<file path="config.mk">
export PLATFORM = sky130hd
export DESIGN_NAME = dhcp_server
export DESIGN_NICKNAME = d
export VERILOG_FILES = /design/src/rtl/dhcp_server.sv
export SDC_FILE = /design/constraint.sdc
export NUM_CORES = 1
export LEC_CHECK = 0
export BUFFER_PORTS_ARGS = -buffer_cell sky130_fd_sc_hd__buf_4
export CAP_MARGIN = 20
export CORE_MARGIN = 1
export CORE_UTILIZATION = 60
export CTS_BUF_LIST = sky130_fd_sc_hd__clkbuf_8
export DETAILED_ROUTE_END_ITERATION = 8
export PLACE_DENSITY_LB_ADDON = 0.25
export SLEW_MARGIN = 5
export SYNTH_ARGS = -nofsm -noshare
export SYNTH_HDL_FRONTEND = slang
export SYNTH_SLANG_ARGS = --single-unit
</file>
<file path="constraint.sdc">
create_clock -name clk_i -period 5.1 [get_ports clk_i]
set_input_delay 1.02 -clock clk_i [delete_from_list [all_inputs] [get_ports clk_i]]
set_output_delay 1.02 -clock clk_i [all_outputs]
set_load 0.01 [all_outputs]
</file>
<file path="src/rtl/dhcp_server.sv">
// dhcp_server: minimal single-lease DHCP server for point-to-point links.
// Parses UDP port-67 payloads and answers DISCOVER with OFFER and REQUEST
// with ACK (requested IP matches offer_ip_i) or NAK. Replies go out as
// broadcasts to port 68 through the shared UDP transmit arbiter.
//
// Ports:
//   clk_i, rst_ni            clock, asynchronous active-low reset
//   rx_data_i/rx_enable_i    received UDP payload byte and its valid strobe
//   dhcp_rx_active_i         high for the whole payload of a port-67 packet
//   server_ip_i              our address (siaddr, option 54)
//   offer_ip_i               the single address leased out
//   subnet_mask_i            option 1 value
//   udp_tx_enable_i          arbiter grant
//   udp_tx_active_i          UDP layer consumes tx_data_o this cycle
//   dhcp_tx_request_o        request to the arbiter
//   tx_data_o, length_o      reply byte and reply payload length
//   client_mac_o             chaddr of the last client that received an ACK
//   lease_granted_o          one-cycle pulse when an ACK finishes sending
//   dhcp_destination_*_o     constant broadcast MAC/IP and port 68
module dhcp_server #(
  parameter logic [31:0] LEASE_TIME = 32'd86400
) (
  input  logic        clk_i,
  input  logic        rst_ni,
  input  logic [7:0]  rx_data_i,
  input  logic        rx_enable_i,
  input  logic        dhcp_rx_active_i,
  input  logic [31:0] server_ip_i,
  input  logic [31:0] offer_ip_i,
  input  logic [31:0] subnet_mask_i,
  input  logic        udp_tx_enable_i,
  input  logic        udp_tx_active_i,
  output logic        dhcp_tx_request_o,
  output logic [7:0]  tx_data_o,
  output logic [15:0] length_o,
  output logic [47:0] client_mac_o,
  output logic        lease_granted_o,
  output logic [47:0] dhcp_destination_mac_o,
  output logic [31:0] dhcp_destination_ip_o,
  output logic [15:0] dhcp_destination_port_o
);

  localparam int unsigned CNT_W = 16;
  localparam logic [CNT_W-1:0] LEN_FULL = 16'd262;
  localparam logic [CNT_W-1:0] LEN_NAK  = 16'd250;
  localparam logic [CNT_W-1:0] MIN_DISC = 16'd243;
  localparam logic [CNT_W-1:0] MIN_REQ  = 16'd249;

  typedef enum logic [1:0] {TX_IDLE, TX_WAIT, TX_SEND} tx_state_e;
  typedef enum logic [1:0] {REPLY_OFFER, REPLY_ACK, REPLY_NAK} reply_e;

  tx_state_e        tx_state_q;
  reply_e           reply_q;
  logic [CNT_W-1:0] tx_byte_no_q;
  logic [CNT_W-1:0] rx_byte_no_q;
  logic             drop_q;
  logic             active_q;
  logic             is_request_q;
  logic             ip_match_q;
  logic [31:0]      xid_q;
  logic [47:0]      chaddr_q;

  logic        req_q;
  logic [7:0]  tx_data_q;
  logic [15:0] length_q;
  logic [47:0] client_mac_q;
  logic        lease_q;

  logic       rx_fire, rx_start, rx_fall, busy, drop_now;
  logic       byte_bad, ip_bad, is_nak;
  logic [7:0] tx_byte;

  assign dhcp_tx_request_o       = req_q;
  assign tx_data_o               = tx_data_q;
  assign length_o                = length_q;
  assign client_mac_o            = client_mac_q;
  assign lease_granted_o         = lease_q;
  assign dhcp_destination_mac_o  = 48'hFFFF_FFFF_FFFF;
  assign dhcp_destination_ip_o   = 32'hFFFF_FFFF;
  assign dhcp_destination_port_o = 16'd68;

  assign rx_fire  = rx_enable_i && dhcp_rx_active_i;
  assign rx_start = dhcp_rx_active_i && !active_q;
  assign rx_fall  = active_q && !dhcp_rx_active_i;
  assign busy     = (tx_state_q != TX_IDLE);
  // A packet that starts while a reply is pending is ignored as a whole
  assign drop_now = drop_q || (rx_start && busy);
  assign is_nak   = (reply_q == REPLY_NAK);

  function automatic logic [7:0] pick32(input logic [31:0] w, input logic [1:0] k);
    return 8'(w >> {~k, 3'b000});
  endfunction

  function automatic logic [7:0] pick48(input logic [47:0] w, input logic [2:0] k);
    return 8'(w >> {3'(3'd5 - k), 3'b000});
  endfunction

  // Header field checks on the byte arriving this cycle
  always_comb begin
    byte_bad = 1'b0;
    if (rx_fire) begin
      case (rx_byte_no_q)
        16'd0:   byte_bad = (rx_data_i != 8'h01);
        16'd1:   byte_bad = (rx_data_i != 8'h01);
        16'd2:   byte_bad = (rx_data_i != 8'h06);
        16'd236: byte_bad = (rx_data_i != 8'h63);
        16'd237: byte_bad = (rx_data_i != 8'h82);
        16'd238: byte_bad = (rx_data_i != 8'h53);
        16'd239: byte_bad = (rx_data_i != 8'h63);
        16'd240: byte_bad = (rx_data_i != 8'h35);
        16'd241: byte_bad = (rx_data_i != 8'h01);
        16'd242: byte_bad = (rx_data_i != 8'h01) && (rx_data_i != 8'h03);
        default: byte_bad = 1'b0;
      endcase
    end
  end

  // Requested-IP option (32 04 a.b.c.d) must match offer_ip_i for an ACK
  always_comb begin
    ip_bad = 1'b0;
    if (rx_fire) begin
      case (rx_byte_no_q)
        16'd243: ip_bad = (rx_data_i != 8'h32);
        16'd244: ip_bad = (rx_data_i != 8'h04);
        16'd245: ip_bad = (rx_data_i != offer_ip_i[31:24]);
        16'd246: ip_bad = (rx_data_i != offer_ip_i[23:16]);
        16'd247: ip_bad = (rx_data_i != offer_ip_i[15:8]);
        16'd248: ip_bad = (rx_data_i != offer_ip_i[7:0]);
        default: ip_bad = 1'b0;
      endcase
    end
  end

  // Receive parser: byte counter, drop flag and captured fields
  always_ff @(posedge clk_i or negedge rst_ni) begin
    if (!rst_ni) begin
      rx_byte_no_q <= '0;
      drop_q       <= 1'b0;
      active_q     <= 1'b0;
      is_request_q <= 1'b0;
      ip_match_q   <= 1'b1;
      xid_q        <= '0;
      chaddr_q     <= '0;
    end else begin
      active_q <= dhcp_rx_active_i;
      if (!dhcp_rx_active_i) begin
        rx_byte_no_q <= '0;
        drop_q       <= 1'b0;
        ip_match_q   <= 1'b1;
      end else begin
        if (rx_start && busy) drop_q <= 1'b1;
        if (rx_fire) begin
          if (rx_byte_no_q != {CNT_W{1'b1}}) rx_byte_no_q <= rx_byte_no_q + 16'd1;
          if (!drop_now) begin
            if (byte_bad) drop_q <= 1'b1;
            if (ip_bad) ip_match_q <= 1'b0;
            if (rx_byte_no_q == 16'd242) is_request_q <= (rx_data_i == 8'h03);
            if (rx_byte_no_q >= 16'd4 && rx_byte_no_q <= 16'd7)
              xid_q <= {xid_q[23:0], rx_data_i};
            if (rx_byte_no_q >= 16'd28 && rx_byte_no_q <= 16'd33)
              chaddr_q <= {chaddr_q[39:0], rx_data_i};
          end
        end
      end
    end
  end

  // Reply byte map, indexed by the byte about to be driven
  always_comb begin
    tx_byte = 8'h00;
    case (tx_byte_no_q) inside
      16'd0:             tx_byte = 8'h02;
      16'd1:             tx_byte = 8'h01;
      16'd2:             tx_byte = 8'h06;
      [16'd4:16'd7]:     tx_byte = pick32(xid_q, 2'(tx_byte_no_q - 16'd4));
      16'd10:            tx_byte = 8'h80;
      [16'd16:16'd19]:   tx_byte = is_nak ? 8'h00 : pick32(offer_ip_i, 2'(tx_byte_no_q - 16'd16));
      [16'd20:16'd23]:   tx_byte = pick32(server_ip_i, 2'(tx_byte_no_q - 16'd20));
      [16'd28:16'd33]:   tx_byte = pick48(chaddr_q, 3'(tx_byte_no_q - 16'd28));
      16'd236:           tx_byte = 8'h63;
      16'd237:           tx_byte = 8'h82;
      16'd238:           tx_byte = 8'h53;
      16'd239:           tx_byte = 8'h63;
      16'd240:           tx_byte = 8'h35;
      16'd241:           tx_byte = 8'h01;
      16'd242:           tx_byte = is_nak ? 8'h06 : (reply_q == REPLY_ACK) ? 8'h05 : 8'h02;
      16'd243:           tx_byte = 8'h36;
      16'd244:           tx_byte = 8'h04;
      [16'd245:16'd248]: tx_byte = pick32(server_ip_i, 2'(tx_byte_no_q - 16'd245));
      16'd249:           tx_byte = is_nak ? 8'hFF : 8'h33;
      16'd250:           tx_byte = is_nak ? 8'h00 : 8'h04;
      [16'd251:16'd254]: tx_byte = is_nak ? 8'h00 : pick32(LEASE_TIME, 2'(tx_byte_no_q - 16'd251));
      16'd255:           tx_byte = is_nak ? 8'h00 : 8'h01;
      16'd256:           tx_byte = is_nak ? 8'h00 : 8'h04;
      [16'd257:16'd260]: tx_byte = is_nak ? 8'h00 : pick32(subnet_mask_i, 2'(tx_byte_no_q - 16'd257));
      16'd261:           tx_byte = is_nak ? 8'h00 : 8'hFF;
      default:           tx_byte = 8'h00;
    endcase
  end

  // Transmit FSM with registered outputs
  always_ff @(posedge clk_i or negedge rst_ni) begin
    if (!rst_ni) begin
      tx_state_q   <= TX_IDLE;
      reply_q      <= REPLY_OFFER;
      tx_byte_no_q <= '0;
      req_q        <= 1'b0;
      tx_data_q    <= '0;
      length_q     <= '0;
      client_mac_q <= '0;
      lease_q      <= 1'b0;
    end else begin
      lease_q <= 1'b0;
      case (tx_state_q)
        TX_IDLE: begin
          if (rx_fall && !drop_q &&
              ((!is_request_q && rx_byte_no_q >= MIN_DISC) ||
               ( is_request_q && rx_byte_no_q >= MIN_REQ))) begin
            reply_q    <= !is_request_q ? REPLY_OFFER : (ip_match_q ? REPLY_ACK : REPLY_NAK);
            tx_state_q <= TX_WAIT;
          end
        end
        TX_WAIT: begin
          length_q <= is_nak ? LEN_NAK : LEN_FULL;
          req_q    <= 1'b1;
          if (udp_tx_enable_i && req_q) begin
            tx_data_q    <= 8'h02;
            tx_byte_no_q <= 16'd1;
            tx_state_q   <= TX_SEND;
          end
        end
        TX_SEND: begin
          // Finishing also needs an active cycle: the last byte must be consumed
          if (udp_tx_active_i) begin
            if (tx_byte_no_q == length_q) begin
              req_q        <= 1'b0;
              tx_byte_no_q <= '0;
              tx_state_q   <= TX_IDLE;
              if (reply_q == REPLY_ACK) begin
                client_mac_q <= chaddr_q;
                lease_q      <= 1'b1;
              end
            end else begin
              tx_data_q    <= tx_byte;
              tx_byte_no_q <= tx_byte_no_q + 16'd1;
            end
          end
        end
        default: tx_state_q <= TX_IDLE;
      endcase
    end
  end

endmodule

</file>
* Word-level counts from Yosys, hierarchy flattened
Cells that the tools add are included.
W data, S select, Z words.
** Cells by class
- Reductions and logical operators :: 43
- Equal/unequal tests :: 61
- Order comparisons :: 20
- Add/sub/neg operators :: 10
- Shift-type cells :: 7
- Muxes and demuxes :: 73
- Bitwise gates (word level) :: 7
** Operators by type and width (count)
- $eq A16 B8 Y1 const B :: 25
- $mux W8 :: 33
- $shr A32 B5 Y8 :: 5
- $mux W16 :: 6
- $ge A16 B5 Y1 const B :: 4
- $ge A16 B8 Y1 const B :: 4
- $shr A48 B6 Y8 :: 1
- $add A16 B1 Y16 const B :: 2
- $eq A16 B1 Y1 const B :: 2
- $eq A16 B2 Y1 const B :: 2
- $eq A16 B9 Y1 const B :: 2
- $ge A16 B3 Y1 const B :: 2
- $le A16 B3 Y1 const B :: 2
- $le A16 B5 Y1 const B :: 2
- $le A16 B6 Y1 const B :: 2
- $le A16 B8 Y1 const B :: 2
- $logic_not A16 Y1 :: 2
- $ne A8 B8 Y1 :: 4
- $pmux W16 S2 :: 1
- $reduce_and A4 Y1 :: 6
- $logic_and A1 B1 Y1 :: 19
- $mux W1 :: 18
- $shr A17 B5 Y8 const A :: 1
- $eq A16 B16 Y1 :: 1
- 37 further kinds :: 73
** Storage, ports and cells
- Output and inout port bits :: 170
- Register bits :: 194
- Bits of input ports :: 110

* Longest topological paths before layout
Gate-level depths: netlist of the first run.
- Depth after elaboration :: 31
- Mapped depth :: 13
- Gate-level depth less buffers :: 9

* Least setup slack after synthesis of the first run
No wires, ideal clock.
- Path kind :: register to register
- Start :: register tx_byte_no_q[1]
- End :: register tx_data_q[6], in the netlist tx_data_o[6]
- Path slack :: 1.584 ns
- Data arrival time :: 3.387 ns
- Buffers on the path :: 5
- Stages on the path, launching flop included :: 13
- Data required time :: 4.971 ns
- Cells stage by stage :: dfrtp_1 clkbuf_1 buf_1 clkbuf_1 inv_1 ha_1 clkbuf_1 clkbuf_1 mux4_2 nor2_1 a211oi_1 a221oi_1 o21ai_0
** Between the ends
- Cells in the longest elaborated chain, start to end :: 31
** Ends and longest elaborated chain
- start: declaration :: RTL line 54 : logic [CNT_W-1:0] tx_byte_no_q;
- start signal: assignment :: RTL line 245 : tx_byte_no_q <= tx_byte_no_q + 16'd1;
- $sub A2 B1 Y2 :: RTL line 189, 195
- $not A2 Y2 :: RTL line 91 : return 8'(w >> {~k, 3'b000});
- $shr A32 B5 Y8 :: RTL line 91
- $mux W8 :: RTL line 195 : [16'd257:16'd260]: tx_byte = is_nak ? 8'h00 : pick32(subnet_mask_i, 2'(tx_byte_no_q - 16'd257));
- $mux W8 (24 in a row) :: RTL line 171 : case (tx_byte_no_q) inside
- $mux W8 :: RTL line 235 : if (tx_byte_no_q == length_q) begin
- $mux W8 :: RTL line 234 : if (udp_tx_active_i) begin
- $pmux W8 S2 :: RTL line 214 : case (tx_state_q)
- end signal: assignment :: RTL line 244 : tx_data_q <= tx_byte;
- end: declaration :: RTL line 64 : logic [7:0] tx_data_q;
Parallel ways exist; a longest one is shown, timed or not. The select of a mux whose other input is x is not followed.
A chain may end at the register's enable or synchronous reset.

* Worst setup path in the final report of the first run
- Start :: register tx_byte_no_q[3]
- End :: register client_mac_q[16], in the netlist client_mac_o[16]
** Between the ends
- Cells in the longest elaborated chain, start to end :: 2
** Ends and longest elaborated chain
- $eq A16 B16 Y1 :: RTL line 235
- $reduce_and A4 Y1 (no source line)
- end signal: assignment :: RTL line 240 : client_mac_q <= chaddr_q;
- end: declaration :: RTL line 66 : logic [47:0] client_mac_q;
No other way between the ends.

==> impl_metrics.csv, run 1 <==
group,metric,value,unit
status,outcome,"complete, no violations",
timing,max_freq,286,MHz
setup_path,arrival,3.86,ns
pwr,pwr_density_cell,339,nW/µm²
setup_path,rr_startpoint,"tx_byte_no_q[3]",
layout,area_growth,12.7,%
logic_synthesis,yosys_most_used_dff,"dfrtp_1",
setup_path,cp-end-kind,"flop",
global_routing,grt_pass1_wl,48200,µm
drt,viasPerCell,6.26,
setup_path,cp.required,5.47,ns
die,floorplan.initialDensity,0.615,
timing,rsz0062_at_grt,"false",
clock_network,cts_root_buffer,"clkbuf_8",
run,cap_violations,0,
setup_path,crit_cells,7,
clock_network,cts_tree,"done",
clock_network,clk_latency,0.47,ns
timing,worst_pin_slew,1.06,ns
drt,met3_length,2410,µm
clock_network,cts_made_buffers,17,
drt,first_iter_violations,843,
logic_synthesis,syn_inst,1078,
logic_synthesis,synthArstFlopShare,1.00,
clock_network,cts_hold_buf,0,
setup_path,critPathKind,"reg -> reg",
logic_synthesis,yosys_warnings,0,
timing,hold_viol,0,
timing,period_share,0.686,
die,coreArea,18800,µm²
global_routing,grt_max_degree,107,
drt,first_pass_iters,6,
setup_path,crit_chain,"or2_2 > o32a_1 > nor3_1 > nand2_1 > nor2_4 > buf_4 > mux2_2",
timing,fin_skew,0.0180,ns
logic_synthesis,ys_ff_latch,181,
min_path,hp-class,"reg -> reg",
layout,antenna_cells,0,
timing,period_minus_slack,3.50,ns
drt,totalWireLength,30600,µm
global_routing,overflow,0,
placement,dp_cells,1427,
timing,slew_viol_final,0,
timing,setup_viol,0,
setup_path,crit_path_start,"tx_byte_no_q[3]",
logic_synthesis,ys_types,73,
setup_path,crit_buf_inv,1,
clock_network,cts_max_level,4,
pwr,total_power,4.41,mW
die,fp.dieW,141,µm
setup_path,cp_slowest_stage_delay,0.79,ns
drt,highest_layer,"met4",
setup_path,worstSetupStartpointType,"flop",
clock_network,ctsResizeCount,0,
setup_path,slowest_stage,"nor2_4",
drt,wl_met2,14900,µm
drt,wl_per_cell,21.0,µm
clock_network,clk_path_buf_depth,2,
die,core.rowCount,50,
drt,vias,9135,
layout,drive_gt1_frac,0.342,
clock_network,post_cts_buffers,0,
global_routing,antenna_found_initial,0,
placement,dp_hpwl,22300,µm
placement,port_buffers,175,
die,die_h,141,µm
timing,slew_headroom,0.272,
setup_path,crit_path_end,"client_mac_o[16]",
logic_synthesis,ys_seq_area_frac,0.393,
layout,fill_cells,1440,
setup_path,reg2regPathDepth,7,
die,die-area,19800,µm²
setup_path,regToRegEndpoint,"client_mac_o[16]",
layout,fin_cells,1459,
timing,holdWs,0.516,ns
logic_synthesis,syn_area_per_cell,10.7,µm²
global_routing,grt_pass1_vias,8672,
logic_synthesis,synth_area,11500,µm²
layout,nets,1336,
global_routing,grt_usage,0.316,
logic_synthesis,synth_edf_count,0,
setup_path,path_max_fanout,32,
pwr,p_leak,6.17,nW
placement,place.gp.congestion,0.939,
clock_network,cts.clk_slew.worst_paths,0.11,ns
drt,drc,0,
pwr,peakVddDrop,0.260,mV
die,io_pins,280,
drt,ant_nets,0,
clock_network,cts.sink_count,181,
setup_path,worst-r2r-setup-slack,1.60,ns
timing,fin_tns_setup,0,ns
drt,wl_met1,12400,µm
setup_path,critPathTopFamily,"simple AND/OR/NAND/NOR gates",
Yosys cell counts (16+ instances only):
master | number | area, µm²
nor2_1 | 56 | 210
and2_1 | 19 | 119
nor3_1 | 17 | 85.1
mux4_2 | 48 | 1080
buf_4 | 109 | 818
nand3_1 | 26 | 130
clkbuf_1 | 48 | 180
nand2_1 | 49 | 184
nor4_1 | 16 | 100
dfrtp_1 | 180 | 4500
mux2_2 | 131 | 1480
nand4_1 | 17 | 106
inv_1 | 23 | 86.3
a21oi_1 | 36 | 180
xnor2_1 | 25 | 219
o21ai_0 | 46 | 230
flip-flops by register name, summed over array words and instances (netlist names):
signal,cells
drop_q,1
length_o,3
active_q,1
tx_data_o,8
reply_q,2
tx_byte_no_q,16
is_request_q,1
ip_match_q,1
lease_granted_o,1
tx_state_q,2
dhcp_tx_request_o,1
chaddr_q,48
client_mac_o,48
xid_q,32
rx_byte_no_q,16
where the power goes:
group          total, mW  internal, mW  leakage, nW  switching, mW
Combinational       1.78         0.788         3.49          0.988
Clock              0.991         0.386        0.204          0.604
Sequential          1.64          1.50         2.48          0.146
Total               4.41          2.67         6.17           1.74
cell usage in the layout, fill, tap and decap left out, types with 4 or more instances in the layout:
cell / netlist / layout
inv_1: 23 / 23
ha_1: 14 / 14
a221oi_1: 4 / 4
a21oi_1: 36 / 36
a21boi_0: 6 / 6
clkbuf_8: 0 / 18
nand3_1: 26 / 26
mux4_2: 48 / 48
a22oi_1: 5 / 5
a22o_1: 7 / 7
o21a_1: 4 / 4
mux2i_1: 13 / 13
dfrtp_1: 180 / 178
conb_1: 2 / 104
xnor2_1: 25 / 25
or4_1: 11 / 11
clkinv_8: 0 / 4
nor2_1: 56 / 55
nand4_1: 17 / 17
or2_2: 7 / 7
nand2_1: 49 / 49
or3_1: 11 / 11
nor2b_1: 11 / 11
nand4b_1: 5 / 5
a31oi_1: 8 / 8
buf_4: 109 / 186
a222oi_1: 7 / 7
nor3_1: 17 / 17
o22ai_1: 8 / 8
xor2_1: 11 / 11
and3_1: 9 / 9
a211oi_1: 5 / 5
o21ai_0: 46 / 46
o211ai_1: 6 / 6
nor4_1: 16 / 15
mux2_2: 131 / 131
and2_1: 19 / 19
nand2b_1: 14 / 14
how the worst min path moves through the flow:
stage                     startpoint        end  slack (ns)  depth (start not counted)
after floorplan            xid_q[24]  xid_q[24]        0.48                          1
after global placement     xid_q[31]  xid_q[31]        0.49                          1
after detailed placement   xid_q[27]  xid_q[27]        0.49                          1
after CTS                  xid_q[27]  xid_q[27]        0.52                          1
after global routing       xid_q[29]  xid_q[29]        0.53                          1
final                      xid_q[27]  xid_q[27]        0.52                          1
cells by family (layout without fill, tap and decap cells):
| kind of cell | after synthesis | after routing | share of synthesized area |
|---|---|---|---|
| flops | 181 | 181 | 0.393 |
| compound gates | 174 | 174 | 0.101 |
| mux | 192 | 192 | 0.233 |
| other cells | 2 | 104 | 0.000651 |
| fa+ha+maj | 14 | 14 | 0.0152 |
| simple gates | 280 | 280 | 0.129 |
| xor+xnor | 36 | 36 | 0.0273 |
| buf+inv | 199 | 244 | 0.102 |
metal layers:
metal / GRT usage / vias to the layer above
met5: 0 / -
met4: 0.104 / 0
met3: 0.0428 / 61
met2: 0.516 / 554
met1: 0.438 / 4508
li1: - / 4012
per-stage QoR:
stage               setup slack (ns)  utilization  cell area, µm²
finish                          1.60        0.693           13000
global route                    1.36        0.693           13000
CTS                             1.62        0.693           13000
detailed placement              1.65        0.671           12600
global placement                1.73        0.671           12600
floorplan                       1.58            -           11900
area by class of cell:
cell class                      instances  area, µm²  area share
Clock buffer                           18        248      0.0191
Sequential cell                       181       4540       0.349
Tap cell                              234        293      0.0225
Timing Repair Buffer                  188       1430       0.110
Inverter                               24       90.1     0.00693
Multi-Input combinational cell        800       6250       0.480
Clock inverter                         14        163      0.0125
(Power assumes the default switching activity.)
==> run 2: changes to the inputs <==
ABC_AREA = 1   (was unset)
CORE_UTILIZATION = 57   (was 60)
clock period = 3.33 ns   (was 5.1 ns; I/O delays follow)
==> run 2 against run 1 <==
Effect of this change: die area increased by 10%; utilization decreased by 2.7 points; synthesized cell count increased by 55%; sequential share of layout area decreased by 1.7 points; sequential cell count unchanged; sequential power increased by 47%; fmax increased by 24%; global-route usage increased by 1.2 points; critical path depth increased by 13; routed wire length increased by 16%; via count increased by 26%; register-to-register slack got worse by 1.1 ns; critical endpoint is now tx_data_o[6]; largest cell class unchanged; highest routed layer unchanged.
==> impl_metrics.csv, run 2 <==
group,metric,value,unit
status,outcome,"complete, no violations",
placement,dp_hpwl,27100,µm
global_routing,met1_usage,0.458,
timing,fin_skew,0.0262,ns
layout,final_cell_mix,"nand2_1 (350), o21ai_0 (247), buf_4 (189)",
layout,nets,1937,
die,die-area,21800,µm²
setup_path,path_max_fanout,96,
setup_path,critPathKind,"reg -> reg",
logic_synthesis,yosys_warnings,0,
global_routing,grt_max_degree,97,
die,fp.dieW,148,µm
setup_path,cp_slowest_stage_delay,0.57,ns
timing,max_freq,354,MHz
logic_synthesis,synth.largest_area_cell,"dfrtp_1",
timing,period_share,0.848,
global_routing,globalRoute.busiestLayer,"met2",
layout,area_growth,12.9,%
die,core.rowCount,52,
global_routing,grt_pass1_vias,10700,
logic_synthesis,synth_edf_count,0,
layout,mostFrequentLayoutCell,"nand2_1",
placement,port_buffers,175,
global_routing,grtUsageMet2,0.519,
clock_network,cts_hold_buf,0,
die,coreArea,20500,µm²
timing,worst_pin_slew,0.774,ns
setup_path,cp-end-kind,"flop",
clock_network,cts.clk_slew.worst_paths,0.12,ns
logic_synthesis,yosys.area_share.adder,0.0145,
pwr,total_power,7.03,mW
logic_synthesis,synth_area,12100,µm²
layout,final_area,13700,µm²
logic_synthesis,yosysMostFrequentCell,"nand2_1",
logic_synthesis,ys_ff_latch,181,
drt,totalWireLength,35500,µm
logic_synthesis,synth-simple-area-share,0.230,
die,io_pins,280,
setup_path,arrival,3.19,ns
pwr,p_sw_frac,0.451,
setup_path,crit_chain,"inv_2 > buf_12 > ha_1 > nand3_1 > o21ai_1 > nand2_2 > nand2_4 > nand2_4 > nand2_4 > o21ai_1 > nand2_1 > nand2_1 > nand2_1 > nand2_1 > a21oi_1 > o21ai_1 > nand2_1 > nand2_1 > nand2_1 > nand2_1",
global_routing,antenna_found_initial,0,
global_routing,grt_usage,0.328,
logic_synthesis,synthTopCellsByArea,"dfrtp_1 (37%), nand2_1 (11%), o21ai_0 (10%)",
setup_path,cp.required,3.69,ns
drt,wl_per_cell,16.9,µm
logic_synthesis,syn_inst,1674,
logic_synthesis,synth-xor-area-share,0.0123,
setup_path,path_common_cell,"nand2_1",
pwr,p_leak,6.68,nW
logic_synthesis,synthArstFlopShare,1.00,
pwr,power.clock.fraction,0.224,
clock_network,post_cts_buffers,0,
run,cap_violations,0,
timing,holdWs,0.185,ns
pwr,p_switching,3.17,mW
clock_network,ctsResizeCount,0,
pwr,peakVddDrop,0.424,mV
drt,ant_nets,0,
pwr,pwr_density_cell,515,nW/µm²
placement,place.gp.congestion,0.969,
setup_path,slowest_stage,"dfrtp_4",
logic_synthesis,ys_types,54,
logic_synthesis,synth_compound_area_frac,0.203,
placement,placed_area,13200,µm²
die,die_h,148,µm
logic_synthesis,ys_seq_area_frac,0.375,
logic_synthesis,synthMuxAreaShare,0.00559,
logic_synthesis,yosys_most_used_dff,"dfrtp_1",
setup_path,worstSetupStartpointType,"flop",
drt,vias,11500,
layout,antenna_cells,0,
clock_network,cts_made_buffers,17,
timing,slew_headroom,0.484,
global_routing,met3_usage,0.0457,
logic_synthesis,syn_area_per_cell,7.22,µm²
clock_network,clk_path_buf_depth,2,
clock_network,cts_root_buffer,"clkbuf_8",
drt,first_pass_iters,5,
drt,viasPerCell,5.51,
layout,drive_gt1_frac,0.167,
timing,rsz0062_at_grt,"false",
min_path,hp-class,"in -> async",
clock_network,cts_max_level,4,
timing,hold_viol,0,
drt,drc,0,
clock_network,cts.sink_count,181,
drt,first_iter_violations,867,
timing,fin_tns_setup,0,ns
clock_network,cts_tree,"done",
logic_synthesis,synth_top_family_by_area,"simple AND/OR/NAND/NOR gates",
timing,setup_viol,0,
timing,slew_viol_final,0,
die,floorplan.initialDensity,0.590,
timing,period_minus_slack,2.82,ns
clock_network,clk_latency,0.48,ns
pwr,intPower,3.86,mW
pwr,p_comb_frac,0.432,
logic_synthesis,ys_top_cells_by_count,"nand2_1 (350), o21ai_0 (247), inv_1 (189)",
logic_synthesis,synth_top_area_frac,0.373,
global_routing,grt_pass1_wl,55900,µm
pwr,seq_power_share,0.344,
global_routing,overflow,0,
-- run 2: cell types whose count changed after synthesis, moves of 24 or more --
cell     before  now
nand2_1      49  350
a21oi_1      36  119
o21ai_0      46  247
xnor2_1      25    1
nand3_1      26   59
mux4_2       48    0
nor2_1       56  112
mux2_2      131    6
inv_1        23  189
-- run 2: power groups by stage --
stage,clock network [mW],registers [mW],logic (mW)
after floorplan,0,2.40,2.20
after global placement,0,2.45,2.93
after detailed placement,0,2.45,2.96
after CTS,1.60,2.41,2.98
after global routing,1.69,2.43,3.37
final,1.58,2.41,3.03
-- run 2: metrics by stage --
step	util	worst slack, ns	cells
floorplan	-	0.298	1776
global placement	0.645	0.624	2064
detailed placement	0.645	0.586	2064
CTS	0.666	0.556	2096
global route	0.666	0.136	2096
finish	0.666	0.505	2096
-- run 2: area by class of cell --
cell class,count,area [µm²]
tap,270,338
multi-input combinational,1210,6030
clock inverter,15,196
timing repair buffer,195,1530
inverter,208,791
sequential,181,4530
clock buffer,17,234
fill,1867,6840
-- run 2: worst max-delay path, delay by kind of cell (launching register included) --
kind	cells	cell delay [ns]
AO/OA/AOI/OAI	4	0.48
buffers and inverters	2	0.45
flip-flops	1	0.57
AND/OR/NAND/NOR	13	0.95
adder cells (fa/ha/maj)	1	0.25
-- run 2: logic make-up (layout without fill, tap and decap cells) --
family | after synthesis | in the layout
AO/OA/AOI/OAI | 452 | 452
XOR/XNOR | 17 | 17
adder cells (fa/ha/maj) | 14 | 14
buffers and inverters | 385 | 435
flip-flops | 181 | 181
multiplexers | 6 | 6
other | 2 | 104
AND/OR/NAND/NOR | 617 | 617
-- run 2: worst paths after layout --
check,startpoint,endpoint,slack [ns],cells after the start
max in group asynchronous,rst_ni,ip_match_q,2.38,2
min,rst_ni,client_mac_o[31],0.19,1
max,tx_byte_no_q[0],tx_data_o[6],0.51,20
min reg2reg,client_mac_o[41],client_mac_o[41],0.49,2
max reg2reg,tx_byte_no_q[0],tx_data_o[6],0.51,20
min in group clk_i,dhcp_rx_active_i,active_q,0.40,1
-- run 2: layer usage --
layer / share of wire / wire length [µm]
met1: 0.43 / 15300
met2: 0.47 / 16600
met3: 0.071 / 2520
met4: 0.030 / 1060
met5: 0 / 0
